`config.mk`:
```
export PLATFORM = sky130hd
export DESIGN_NAME = ysyx_22050039_ifu_fetch_flat
export DESIGN_NICKNAME = d
export VERILOG_FILES = /design/src/rtl/ysyx_22050039_ifu_fetch_if.sv /design/src/rtl/ysyx_22050039_ifu_fetch.sv /design/src/flat_wrapper.sv
export SDC_FILE = /design/constraint.sdc
export NUM_CORES = 1
export LEC_CHECK = 0
export ABC_AREA = 1
export BUFFER_PORTS_ARGS = -buffer_cell sky130_fd_sc_hd__buf_2
export CAP_MARGIN = 30
export CORE_MARGIN = 4
export CORE_UTILIZATION = 53
export CTS_CLUSTER_SIZE = 28
export DETAILED_ROUTE_END_ITERATION = 7
export PLACE_DENSITY = 0.82
export SYNTH_ARGS = -nofsm -noshare
export SYNTH_HDL_FRONTEND = slang
export SYNTH_SLANG_ARGS = --single-unit
export TNS_END_PERCENT = 100
```
`constraint.sdc`:
```
create_clock -name clk -period 2 [get_ports clk]
set_input_delay 0.2 -clock clk [delete_from_list [all_inputs] [get_ports clk]]
set_output_delay 0.2 -clock clk [all_outputs]
set_load 0.01 [all_outputs]
```
`src/rtl/ysyx_22050039_ifu_fetch_if.sv`:
```
// Fetch-stage bus bundle: instruction-memory request/response channel,
// decode-side instruction handshake, PC redirect and fault status.
// The fetch unit takes the master view; memory and decode take the slave view.
interface ysyx_22050039_ifu_fetch_if #(
    parameter int XLEN     = 64,
    parameter int INST_LEN = 32
);
    // instruction memory request
    logic                imem_req_valid;
    logic                imem_req_ready;
    logic [XLEN-1:0]     imem_req_addr;
    // instruction memory response (single-cycle pulse, never stalled)
    logic                imem_rsp_valid;
    logic [INST_LEN-1:0] imem_rsp_data;
    // decode handshake
    logic                inst_valid;
    logic                inst_ready;
    logic [INST_LEN-1:0] inst;
    logic [XLEN-1:0]     inst_pc;
    // redirect from decode
    logic                pc_wen;
    logic [XLEN-1:0]     pc_wdata;
    // sticky misaligned-redirect flag
    logic                fetch_fault;

    modport master (
        output imem_req_valid, imem_req_addr,
        input  imem_req_ready,
        input  imem_rsp_valid, imem_rsp_data,
        output inst_valid, inst, inst_pc,
        input  inst_ready,
        input  pc_wen, pc_wdata,
        output fetch_fault
    );

    modport slave (
        input  imem_req_valid, imem_req_addr,
        output imem_req_ready,
        output imem_rsp_valid, imem_rsp_data,
        input  inst_valid, inst, inst_pc,
        output inst_ready,
        output pc_wen, pc_wdata,
        input  fetch_fault
    );
endinterface

```
`src/rtl/ysyx_22050039_ifu_fetch.sv`:
```
// Instruction fetch stage. Owns the architectural PC, keeps at most one
// instruction-memory request in flight, registers the returned word and
// offers it to decode with valid/ready. Redirects from decode replace the PC
// and squash a stale in-flight fetch via the drop flag; a misaligned redirect
// parks the stage in HALT with a sticky fault until reset.
module ysyx_22050039_ifu_fetch #(
    parameter int              XLEN     = 64,
    parameter int              INST_LEN = 32,
    parameter logic [XLEN-1:0] RESET_PC = 64'h0000_0000_8000_0000
) (
    input  logic                           clk,
    input  logic                           rst,
    ysyx_22050039_ifu_fetch_if.master      bus
);

    typedef enum logic [1:0] {
        S_REQ  = 2'd0,  // presenting a request to memory
        S_WAIT = 2'd1,  // request accepted, waiting for the response pulse
        S_HOLD = 2'd2,  // instruction offered to decode
        S_HALT = 2'd3   // stopped after a misaligned redirect
    } state_e;

    state_e              state_q, state_d;
    logic [XLEN-1:0]     pc_q, pc_d;
    logic [INST_LEN-1:0] inst_q, inst_d;
    logic [XLEN-1:0]     inst_pc_q, inst_pc_d;
    logic                inst_valid_q, inst_valid_d;
    logic                drop_q, drop_d;
    logic                fault_q, fault_d;

    logic                req_fire;
    logic                misaligned;

    // A request is accepted only while presenting it; only word-aligned
    // targets are legal redirects.
    assign req_fire   = (state_q == S_REQ) && bus.imem_req_ready;
    assign misaligned = bus.pc_wen && (bus.pc_wdata[1:0] != 2'b00);

    // Next-state and datapath selection for the fetch FSM.
    // NOTE: every signal gets its hold value first so no path through the
    // case can leave one unassigned and infer a latch.
    always_comb begin
        state_d   = state_q;
        pc_d      = pc_q;
        inst_d    = inst_q;
        inst_pc_d = inst_pc_q;
        drop_d    = drop_q;
        fault_d   = fault_q;

        if (misaligned) begin
            // A bad target stops fetching for good; any response still owed
            // by memory must be swallowed rather than decoded.
            pc_d    = bus.pc_wdata;
            fault_d = 1'b1;
            state_d = S_HALT;
            if ((state_q == S_WAIT) || req_fire) begin
                drop_d = 1'b1;
            end else if ((state_q == S_HALT) && bus.imem_rsp_valid) begin
                drop_d = 1'b0;
            end
        end else begin
            case (state_q)
                S_REQ: begin
                    // Before the handshake the address may still change freely;
                    // a redirect coinciding with the handshake orphans the
                    // request just issued, so its response gets dropped.
                    if (bus.pc_wen) begin
                        pc_d = bus.pc_wdata;
                    end
                    if (req_fire) begin
                        state_d = S_WAIT;
                        drop_d  = bus.pc_wen;
                    end
                end
                S_WAIT: begin
                    if (bus.pc_wen) begin
                        pc_d = bus.pc_wdata;
                        if (bus.imem_rsp_valid) begin
                            // Stale word arrives with the redirect: discard now.
                            drop_d  = 1'b0;
                            state_d = S_REQ;
                        end else begin
                            drop_d  = 1'b1;
                        end
                    end else if (bus.imem_rsp_valid) begin
                        if (drop_q) begin
                            drop_d  = 1'b0;
                            state_d = S_REQ;
                        end else begin
                            inst_d    = bus.imem_rsp_data;
                            inst_pc_d = pc_q;
                            state_d   = S_HOLD;
                        end
                    end
                end
                S_HOLD: begin
                    // Redirect wins over the sequential increment.
                    if (bus.pc_wen) begin
                        pc_d    = bus.pc_wdata;
                        state_d = S_REQ;
                    end else if (bus.inst_ready) begin
                        pc_d    = pc_q + XLEN'(4);
                        state_d = S_REQ;
                    end
                end
                S_HALT: begin
                    if (bus.imem_rsp_valid) begin
                        drop_d = 1'b0;
                    end
                end
            endcase
        end

        inst_valid_d = (state_d == S_HOLD);
    end

    // State and datapath registers with asynchronous active-low reset.
    // NOTE: non-blocking assignments keep every flop sampling the values
    // from before this edge, independent of statement order.
    always_ff @(posedge clk or negedge rst) begin
        if (!rst) begin
            state_q      <= S_REQ;
            pc_q         <= RESET_PC;
            inst_q       <= '0;
            inst_pc_q    <= '0;
            inst_valid_q <= 1'b0;
            drop_q       <= 1'b0;
            fault_q      <= 1'b0;
        end else begin
            state_q      <= state_d;
            pc_q         <= pc_d;
            inst_q       <= inst_d;
            inst_pc_q    <= inst_pc_d;
            inst_valid_q <= inst_valid_d;
            drop_q       <= drop_d;
            fault_q      <= fault_d;
        end
    end

    // The request strobe decodes the state directly, so it is high in reset.
    assign bus.imem_req_valid = (state_q == S_REQ);
    assign bus.imem_req_addr  = pc_q;
    assign bus.inst_valid     = inst_valid_q;
    assign bus.inst           = inst_q;
    assign bus.inst_pc        = inst_pc_q;
    assign bus.fetch_fault    = fault_q;

endmodule
```
`src/flat_wrapper.sv`:
```
// flat-port wrapper written by rule: the top's interface ports become plain ports
module ysyx_22050039_ifu_fetch_flat 
#(
    parameter int              XLEN     = 64,
    parameter int              INST_LEN = 32,
    parameter logic [XLEN-1:0] RESET_PC = 64'h0000_0000_8000_0000
)
  (clk, rst, bus_imem_req_valid, bus_imem_req_addr, bus_imem_req_ready, bus_imem_rsp_valid, bus_imem_rsp_data, bus_inst_valid, bus_inst, bus_inst_pc, bus_inst_ready, bus_pc_wen, bus_pc_wdata, bus_fetch_fault);
  ysyx_22050039_ifu_fetch_if #(.XLEN(XLEN), .INST_LEN(INST_LEN)) bus_i ();
  input  logic clk;
  input  logic rst;
  output wire logic [$bits(bus_i.imem_req_valid)-1:0] bus_imem_req_valid;
  output wire logic [$bits(bus_i.imem_req_addr)-1:0] bus_imem_req_addr;
  input wire logic [$bits(bus_i.imem_req_ready)-1:0] bus_imem_req_ready;
  input wire logic [$bits(bus_i.imem_rsp_valid)-1:0] bus_imem_rsp_valid;
  input wire logic [$bits(bus_i.imem_rsp_data)-1:0] bus_imem_rsp_data;
  output wire logic [$bits(bus_i.inst_valid)-1:0] bus_inst_valid;
  output wire logic [$bits(bus_i.inst)-1:0] bus_inst;
  output wire logic [$bits(bus_i.inst_pc)-1:0] bus_inst_pc;
  input wire logic [$bits(bus_i.inst_ready)-1:0] bus_inst_ready;
  input wire logic [$bits(bus_i.pc_wen)-1:0] bus_pc_wen;
  input wire logic [$bits(bus_i.pc_wdata)-1:0] bus_pc_wdata;
  output wire logic [$bits(bus_i.fetch_fault)-1:0] bus_fetch_fault;
  assign bus_imem_req_valid = bus_i.imem_req_valid;
  assign bus_imem_req_addr = bus_i.imem_req_addr;
  assign bus_i.imem_req_ready = bus_imem_req_ready;
  assign bus_i.imem_rsp_valid = bus_imem_rsp_valid;
  assign bus_i.imem_rsp_data = bus_imem_rsp_data;
  assign bus_inst_valid = bus_i.inst_valid;
  assign bus_inst = bus_i.inst;
  assign bus_inst_pc = bus_i.inst_pc;
  assign bus_i.inst_ready = bus_inst_ready;
  assign bus_i.pc_wen = bus_pc_wen;
  assign bus_i.pc_wdata = bus_pc_wdata;
  assign bus_fetch_fault = bus_i.fetch_fault;
  ysyx_22050039_ifu_fetch #(.XLEN(XLEN), .INST_LEN(INST_LEN), .RESET_PC(RESET_PC)) u_core (.clk(clk), .rst(rst), .bus(bus_i));
endmodule
```
==> results of run 1 <==
## worst max path at each step
stage,endpoint,slack [ns],start,cells past startpoint
4_1_cts,u_core.bus.imem_req_addr[8],0.02,u_core.state_q[0],5
6_report,u_core.bus.imem_req_addr[30],0.11,u_core.bus.imem_req_addr[18],10
5_1_grt,u_core.bus.imem_req_addr[58],0.009,u_core.bus.imem_req_addr[29],9
3_5_place_dp,u_core.bus.imem_req_addr[8],0.05,u_core.state_q[0],5
2_1_floorplan,u_core.bus.imem_req_addr[36],0.34,u_core.bus.imem_req_addr[3],10
3_3_place_gp,u_core.bus.imem_req_addr[8],0.03,u_core.state_q[0],5
## registers in the layout, summed over array words and instances (netlist names)
name and flops:
u_core.bus.inst_valid 1, u_core.state_q 2, u_core.bus.fetch_fault 1, u_core.drop_q 1, u_core.bus.inst_pc 64, u_core.bus.inst 32
u_core.bus.imem_req_addr 64
## cells by family after synthesis
kind of cell / synth area share [%]
simple gates: 30.3
compound gates: 11.5
mux: 4.50
xor+xnor: 0.389
fa+ha+maj: 0.139
buf+inv: 7.35
flops: 45.9
## Yosys cell counts (2+ instances only)
master	n
dfrtp_1	164
nor3_1	6
buf_4	4
nand3_2	2
clkbuf_1	12
nand2_1	402
a21oi_1	14
a22oi_1	6
xor2_1	4
or2_2	8
nand4_1	16
buf_2	25
o21ai_0	107
nor2_4	6
inv_1	111
nand3_1	69
nor2_1	129
mux2_2	36
inv_2	5
buf_6	2
nand2_2	6
o21ai_1	18
o22ai_1	7
nor2_2	4
o21a_1	28
## area by class of cell
class | count | area [sq um]
clock buffers | 17 | 425
clock inverters | 15 | 185
fillers | 1430 | 5130
inverters | 116 | 435
multi-input cells | 878 | 4230
flip-flops and latches | 165 | 4130
well taps | 220 | 275
repair buffers | 314 | 1830
## cell usage in the layout (no fill, tap or decap), types with 4 or more instances in the layout
cell	synthesis	final
o21ai_1	18	20
dfrtp_1	164	162
nand4_1	16	16
buf_2	25	263
o21ai_0	107	105
nor3_1	6	6
buf_12	0	9
inv_1	111	111
xor2_1	4	4
nor2_4	6	6
nand3_1	69	69
clkbuf_16	0	17
nor2_1	129	125
buf_4	4	36
nand2_1	402	401
mux2_2	36	36
dlygate4sd3_1	0	5
a22oi_1	6	6
nand2_2	6	7
or2_2	8	8
inv_8	0	4
inv_2	5	5
nor2_2	4	8
o21a_1	28	28
o22ai_1	7	7
inv_6	0	5
a21oi_1	14	14
## per-stage QoR
stage          total power, W  hold slack (ns)  std cells  worst slack, ns  utilization, %
2_1_floorplan          0.0107          -0.0956       1203            0.337               -
3_3_place_gp           0.0141            0.178       1688           0.0258            65.1
3_5_place_dp           0.0143            0.184       1688           0.0482            65.1
4_1_cts                0.0178          0.00350       1723           0.0244            68.9
5_1_grt                0.0190          0.00469       1725          0.00902            69.1
6_report               0.0179          0.00426       1725            0.111            69.1
## where the power goes
group / internal [W] / total [W] / leakage (nW) / switching [W]
sequential: 0.00486 / 0.00640 / 2.03 / 0.00155
clock: 0.00190 / 0.00345 / 0.296 / 0.00154
combinational: 0.00303 / 0.00802 / 3.67 / 0.00499
## routing by layer
| layer | global-route usage, % | share of wire (%) | up-vias | wire length, um |
|---|---|---|---|---|
| li1 | - | - | 4444 | - |
| met2 | 53.5 | 46 | 539 | 15100 |
| met5 | 0 | 0 | - | 0 |
| met1 | 47.7 | 42 | 4510 | 13700 |
| met3 | 6.25 | 8.6 | 76 | 2800 |
| met4 | 11.3 | 3.2 | 0 | 1030 |
## repair_timing
action | 4_1_cts | 5_1_grt
setup buffers | 0 | 0
hold buffers | 3 | 2
hold endpoints to repair | 43 | 2
gates resized for setup | 0 | 9
setup endpoints to repair | 0 | 8
==> flow_summary_export.csv, run 1 <==
group,metric,value,unit
yosys,synth_area_per_cell,7.49,sq um
clock_tree,path_clk_slew,0.07,ns
drt,detail_route.iter0.violations,1040,
timing,period_minus_slack,1.89,ns
timing,setup_viol_count_final,0,
yosys,syn_nets,1306,
yosys,seq_area_frac_synth,45.9,%
hold_path,hp-class,"input pin to flip-flop",
timing,max_freq,0.529,GHz
clock_tree,cts_tree,"built",
yosys,synth_top_area_share,45.6,%
yosys,synth-edff-count,0,
floorplan,pin_count,265,
yosys,synth_cell_type_count,37,
timing,slew_violations,0,
clock_tree,htree_num_levels,4,
critical_path,r2r_cells,10,
critical_path,reg2reg_slack,0.11,ns
timing,timing.final.crit_share,94.5,%
timing,slew_headroom,56.4,%
yosys,synth.yosys.warnings,0,
clock_tree,ctsRootBufferMaster,"clkbuf_16",
floorplan,start_util,54.1,%
floorplan,die_x,138,um
yosys,synth.largest_area_cell,"dfrtp_1",
clock_tree,numCtsBuffers,17,
drt,antenna_left,0,
cells_and_area,final_cell_area,11500,sq um
yosys,synth-main-ff-cell,"dfrtp_1",
global_routing,grt_max_degree,88,
timing,fin_setup_tns,0,ns
floorplan,die_h,138,um
critical_path,cp_top_family,"simple AND/OR/NAND/NOR gates",
drt,dr.pass1.iters,6,
flow_run,cap_violations,0,
timing,rsz0062_at_grt,"false",
power_and_ir_drop,leakagePower,5.99,nW
timing,skew,0.00833,ns
drt,routed-via-count,9569,
hold_path,min_from,"bus_imem_rsp_data[15]",
critical_path,end_kind,"flip-flop",
clock_tree,cts_max_path_buffers,2,
power_and_ir_drop,ir_worst_vdd,0.822,mV
cells_and_area,layout-drive-gt1-share,27.9,%
global_routing,grt-ovfl-total,0,
clock_tree,cts_sinks,165,
timing,final-hold-violation-count,0,
floorplan,dieArea,19100,sq um
yosys,synth_cells,1203,
placement,io_buffer_count,264,
critical_path,reg2reg_to,"u_core.bus.imem_req_addr[30]",
placement,place_hpwl,25500,um
drt,routed_wl,32600,um
global_routing,grt_pass1_vias,9329,
global_routing,track_usage,33.9,%
floorplan,core,16600,sq um
clock_tree,clk_latency,0.43,ns
cells_and_area,fin_nets,1595,
cells_and_area,area_growth,27.8,%
hold_path,min_to,"u_core.bus.inst[15]",
power_and_ir_drop,power_density,1550,nW/um^2
yosys,async_flop_share,100,%
outcome,status,"completed",
drt,post-route-drc-count,0,
critical_path,crit_slowest_cell,"dfrtp_1",
critical_path,cp_num_buf_inv,1,
yosys,synthesis.area,9000,sq um
critical_path,regToRegStartpoint,"u_core.bus.imem_req_addr[18]",
critical_path,startpoint_type,"flip-flop",
global_routing,grt_pass1_wl,52000,um
cells_and_area,n_antenna_cell,0,
critical_path,max_stage_delay,0.51,ns
critical_path,cp_max_fo,5,
drt,routedWlPerCell,18.9,um
hold_path,hold_depth,2,
critical_path,worstSetupPathType,"flip-flop to flip-flop",
placement,placement.cell_area,10800,sq um
global_routing,grt_antenna_before_repair,0,
timing,tightest_slew,0.654,ns
critical_path,arrival,2.25,ns
critical_path,crit_path_frequent_cell,"nand2_1",
critical_path,path_cells,"nand2_1 -> nor2_1 -> nand2_1 -> inv_1 -> nand2_1 -> nor2_1 -> nand2_1 -> nand2_1 -> nor2_1 -> o21ai_1",
critical_path,required,2.36,ns
floorplan,num_rows,47,
yosys,synth_area_leaders,"dfrtp_1 (46%), nand2_1 (17%), o21ai_0 (5.9%)",
yosys,ys_seq_elements,165,
drt,via_per_inst,5.55,
placement,place.gp.congestion,1.02,
(Power assumes the default switching activity.)
==> run 2: changes to the inputs <==
--- a/config.mk
+++ b/config.mk
@@ -6,13 +6,13 @@
 export NUM_CORES = 1
 export LEC_CHECK = 0
 export ABC_AREA = 1
-export BUFFER_PORTS_ARGS = -buffer_cell sky130_fd_sc_hd__buf_2
+export BUFFER_PORTS_ARGS = -buffer_cell sky130_fd_sc_hd__clkbuf_2
 export CAP_MARGIN = 30
 export CORE_MARGIN = 4
 export CORE_UTILIZATION = 53
 export CTS_CLUSTER_SIZE = 28
 export DETAILED_ROUTE_END_ITERATION = 7
-export PLACE_DENSITY = 0.82
+export PLACE_DENSITY = 0.94
 export SYNTH_ARGS = -nofsm -noshare
 export SYNTH_HDL_FRONTEND = slang
 export SYNTH_SLANG_ARGS = --single-unit
==> run 2 against run 1 <==
Compared with the run above: clock power is 2% lower; global-route usage rose by 0.13 points; combinational power about the same; sequential share of layout area down 0.32 points; cell area rose by 0.97%.
==> flow_summary_export.csv, run 2 (synthesis gave the netlist of run 1 again) <==
group,metric,value,unit
floorplan,pin_count,265,
cells_and_area,n_fill_cell,1337,
drt,post-route-drc-count,0,
cells_and_area,final_cell_mix,"nand2_1 (399), clkbuf_2 (263), dfrtp_1 (160)",
floorplan,dieArea,19100,sq um
critical_path,end_kind,"flip-flop",
power_and_ir_drop,leakagePower,6.04,nW
critical_path,required,2.33,ns
power_and_ir_drop,power_density,1540,nW/um^2
cells_and_area,n_antenna_cell,0,
clock_tree,htree_num_levels,4,
timing,hold_slack,0.000460,ns
timing,final-hold-violation-count,0,
cells_and_area,area_growth,29.0,%
floorplan,die_h,138,um
global_routing,grt_max_degree,77,
critical_path,arrival,2.22,ns
drt,via_per_inst,5.54,
cells_and_area,seq_area,4140,sq um
clock_tree,ctsRootBufferMaster,"clkbuf_16",
timing,tightest_slew,0.542,ns
critical_path,worstSetupPathType,"flip-flop to flip-flop",
clock_tree,cts_tree,"built",
placement,place_hpwl,25300,um
floorplan,core,16600,sq um
floorplan,num_rows,47,
critical_path,startpoint_type,"flip-flop",
timing,setup_viol_count_final,0,
floorplan,start_util,54.1,%
timing,skew,0.0145,ns
timing,period_minus_slack,1.89,ns
drt,detail_route.iter0.violations,927,
timing,slew_violations,0,
clock_tree,numCtsBuffers,17,
global_routing,grt_pass1_vias,9365,
cells_and_area,fin_nets,1608,
drt,routedWlPerCell,19.0,um
drt,antenna_left,0,
placement,place.gp.congestion,1.03,
cells_and_area,layout-drive-gt1-share,28.5,%
timing,slew_headroom,63.8,%
drt,dr.pass1.iters,6,
floorplan,die_x,138,um
placement,io_buffer_count,264,
drt,routed-via-count,9623,
global_routing,grt-ovfl-total,0,
global_routing,grt_pass1_wl,52000,um
timing,setup_slack,0.109,ns
global_routing,grt_antenna_before_repair,0,
outcome,status,"completed",
clock_tree,cts_sinks,165,
timing,rsz0062_at_grt,"false",
clock_tree,clk_latency,0.45,ns
timing,timing.final.crit_share,94.5,%
timing,max_freq,0.529,GHz
clock_tree,path_clk_slew,0.07,ns
clock_tree,cts_max_path_buffers,2,
hold_path,hp-class,"input pin to flip-flop",
placement,dp_slack,0.0352,ns
flow_run,cap_violations,0,
clock_tree,postCtsSetupRepairBufs,0,
drt,routed_wl,33100,um
power_and_ir_drop,ir_worst_vdd,0.753,mV
cells_and_area,layout.cells.most_common,"nand2_1",
global_routing,track_usage,34.1,%
critical_path,cp_max_fo,4,
cells_and_area,multi_input_area,4250,sq um
run 2: worst max-delay path: stages (launching register included):
cell	delay, ns
dfrtp_1	0.43
nand2_1	0.14
nor2_1	0.20
buf_4	0.14
nand2_1	0.08
nor2_2	0.24
nand2_1	0.15
o21ai_1	0.17
nand3_1	0.10
nand2_1	0.07
nand2_1	0.06
run 2: final cells by class:
class / instances / share of cell area, %
Tap cell: 220 / 2.37
Inverter: 116 / 3.75
Clock inverter: 14 / 1.40
Sequential cell: 165 / 35.6
Timing Repair Buffer: 327 / 16.6
Multi-Input combinational cell: 878 / 36.6
Clock buffer: 18 / 3.78
run 2: path summary, 6_finish.rpt:
| check | from | depth (start not counted) | end | slack (ns) |
|---|---|---|---|---|
| min in group asynchronous | rst | 2 | u_core.bus.inst_pc[36] | 0.25 |
| min reg2reg | u_core.bus.fetch_fault | 2 | u_core.bus.fetch_fault | 0.48 |
| max in group asynchronous | rst | 3 | u_core.bus.imem_req_addr[31] | 1.04 |
| min | bus_imem_rsp_data[5] | 2 | u_core.bus.inst[5] | 0.0005 |
| max reg2reg | u_core.bus.imem_req_addr[11] | 10 | u_core.bus.imem_req_addr[61] | 0.11 |
| max | u_core.bus.imem_req_addr[11] | 10 | u_core.bus.imem_req_addr[61] | 0.11 |
run 2: power by group:
group	switching, W	internal [W]
sequential	0.00159	0.00486
clock	0.00157	0.00181
combinational	0.00499	0.00304
total	0.00815	0.00971
run 2: metrics by stage:
stage	total power, W	instance area (sq um)	utilization (%)	setup TNS [ns]	std cells
after floorplan	0.0107	9000	-	0	1203
after global placement	0.0140	10800	65.1	-0.0171	1692
after detailed placement	0.0142	10800	65.1	0	1692
after CTS	0.0177	11600	69.6	0	1738
after global routing	0.0190	11600	69.8	0	1738
final	0.0179	11600	69.8	0	1738
run 2: repair_timing:
item | in CTS | in global routing
setup endpoints to repair | 0 | 12
hold buffers | 14 | 0
gates resized for setup | 0 | 18
hold endpoints to repair | 48 | 0
run 2: layer usage:
metal,wire length [um],track usage (%)
met3,3150,6.80
met2,15200,54.0
met5,0,0
met4,1220,12.5
met1,13400,46.7
==> run 3: changes to the inputs <==
==> constraint.sdc (replaced) <==
create_clock -name clk -period 2 [get_ports clk]
set_input_delay 0.2 -clock clk [delete_from_list [all_inputs] [get_ports clk]]
set_output_delay 0.2 -clock clk [all_outputs]
set_load 0.1 [all_outputs]
==> run 3 against run 2 <==
Compared with the run above: non-clock buffer count fell by 12; register-to-register slack got worse by 0.05 ns; critical path type unchanged; via count fell by 1.2%; cell area fell by 0.60%; flip-flop and latch count unchanged.
==> flow_summary_export.csv, run 3 (synthesis gave the netlist of run 1 again) <==
group,metric,value,unit
clock_tree,cts_max_path_buffers,2,
timing,timing.final.crit_share,97.0,%
cells_and_area,n_fill_cell,1364,
placement,place.gp.congestion,1.02,
critical_path,arrival,2.28,ns
floorplan,die_x,138,um
global_routing,track_usage,33.0,%
timing,rsz0062_at_grt,"false",
outcome,status,"completed",
clock_tree,cts_tree,"built",
drt,post-route-drc-count,0,
placement,place_hpwl,24600,um
floorplan,core,16600,sq um
global_routing,grt_pass1_vias,9250,
critical_path,path_cells,"ha_1 -> nand2_1 -> nor2_1 -> nand2_1 -> nor2_4 -> nand4_1 -> o21ai_0 -> nand2_1 -> nand2_1 -> inv_1",
timing,tightest_slew,0.586,ns
floorplan,num_rows,47,
drt,detail_route.iter0.violations,969,
critical_path,crit_path_frequent_cell,"nand2_1",
timing,hold_slack,0.00749,ns
clock_tree,cts_sinks,165,
clock_tree,numCtsBuffers,17,
timing,max_freq,0.515,GHz
critical_path,reg2reg_to,"u_core.bus.imem_req_addr[36]",
cells_and_area,seq_area,4180,sq um
timing,slew_violations,0,
drt,antenna_left,0,
timing,period_minus_slack,1.94,ns
placement,placement.cell_area,10800,sq um
cells_and_area,n_antenna_cell,0,
global_routing,grt_antenna_before_repair,0,
hold_path,hold_depth,2,
global_routing,grt_max_degree,81,
hold_path,hp-class,"input pin to flip-flop",
timing,skew,0.0126,ns
hold_path,min_from,"bus_imem_rsp_data[10]",
drt,met2_length,14600,um
drt,m1WireLength,13200,um
drt,routed-via-count,9510,
cells_and_area,layout.cells.most_common,"nand2_1",
drt,dr.pass1.iters,6,
flow_run,cap_violations,0,
clock_tree,ctsRootBufferMaster,"clkbuf_16",
cells_and_area,multi_input_area,4220,sq um
drt,route.met3.wl,2940,um
clock_tree,htree_num_levels,4,
critical_path,required,2.34,ns
drt,routed_wl,31900,um
clock_tree,clk_latency,0.44,ns
drt,via_per_inst,5.51,
cells_and_area,area_growth,28.2,%
cells_and_area,final_cell_mix,"nand2_1 (402), clkbuf_2 (263), nor2_1 (126)",
timing,fin_setup_tns,0,ns
critical_path,reg2reg_slack,0.06,ns
cells_and_area,final_cell_area,11500,sq um
hold_path,min_to,"u_core.bus.inst[10]",
timing,setup_viol_count_final,0,
drt,routedWlPerCell,18.5,um
clock_tree,path_clk_slew,0.07,ns
placement,io_buffer_count,264,
floorplan,dieArea,19100,sq um
critical_path,cp_max_fo,7,
critical_path,crit_slowest_cell,"dfrtp_2",
critical_path,cp_top_family,"simple AND/OR/NAND/NOR gates",
critical_path,max_stage_delay,0.39,ns
critical_path,startpoint_type,"flip-flop",
cells_and_area,fin_nets,1596,
critical_path,end_kind,"flip-flop",
critical_path,cp_num_buf_inv,1,
cells_and_area,final_util,69.4,%
timing,final-hold-violation-count,0,
global_routing,grt_pass1_wl,50400,um
floorplan,die_h,138,um
global_routing,grt-ovfl-total,0,
drt,top_layer_used,"met4",
floorplan,start_util,54.1,%
critical_path,regToRegStartpoint,"u_core.bus.imem_req_addr[2]",
cells_and_area,layout-drive-gt1-share,29.7,%
critical_path,r2r_cells,10,
timing,slew_headroom,61.1,%
critical_path,worstSetupPathType,"flip-flop to flip-flop",
floorplan,pin_count,265,
-- run 3: cell types whose count changed in the layout (fill, tap and decap cells not counted), sizes merged --
cell         delta
clkbuf          +1
dlygate4sd3     -1
buf            -11
inv             -1
bufinv          +1
clkinv          -2
clkinvlp        +1
-- run 3: worst max path at each step --
stage,startpoint,endpoint,slack (ns),cells after the start
after global placement,u_core.state_q[0],u_core.bus.imem_req_addr[8],0.11,4
after floorplan,u_core.bus.imem_req_addr[44],u_core.bus.imem_req_addr[62],0.002,9
after CTS,u_core.state_q[0],u_core.bus.imem_req_addr[8],0.05,4
final,u_core.bus.imem_req_addr[2],u_core.bus.imem_req_addr[36],0.06,10
after global routing,u_core.bus.imem_req_addr[3],u_core.bus.imem_req_addr[38],0.005,10
after detailed placement,u_core.state_q[0],u_core.bus.imem_req_addr[8],0.07,7
-- run 3: routing by layer --
layer  track usage [%]  vias up
met2              51.8      563
li1                  -     4441
met4              13.1        0
met1              45.9     4431
met3              5.77       75
met5                 0        -
-- run 3: through the flow --
stage | setup WS (ns) | std cells
floorplan | 0.00219 | 1203
global placement | 0.106 | 1679
detailed placement | 0.0733 | 1679
CTS | 0.0548 | 1722
global route | 0.00549 | 1726
finish | 0.0592 | 1726
-- run 3: repair_timing --
| item | CTS | global route |
|---|---|---|
| setup buffers | 0 | 2 |
| resized for setup | 0 | 3 |
| hold buffers | 11 | 2 |
| setup endpoints to repair | 0 | 3 |
| hold endpoints to repair | 42 | 2 |
-- run 3: final cells by class --
type	count	share of cell area (%)
inverters	116	3.77
flip-flops and latches	165	36.2
clock buffers	19	3.84
multi-input cells	878	36.5
well taps	220	2.38
clock inverters	13	1.43
repair buffers	315	15.9
Power of run 3 is left out: the tool's default activity adds up to more than one toggle a clock period on the data nets, which glitch-free logic cannot reach.
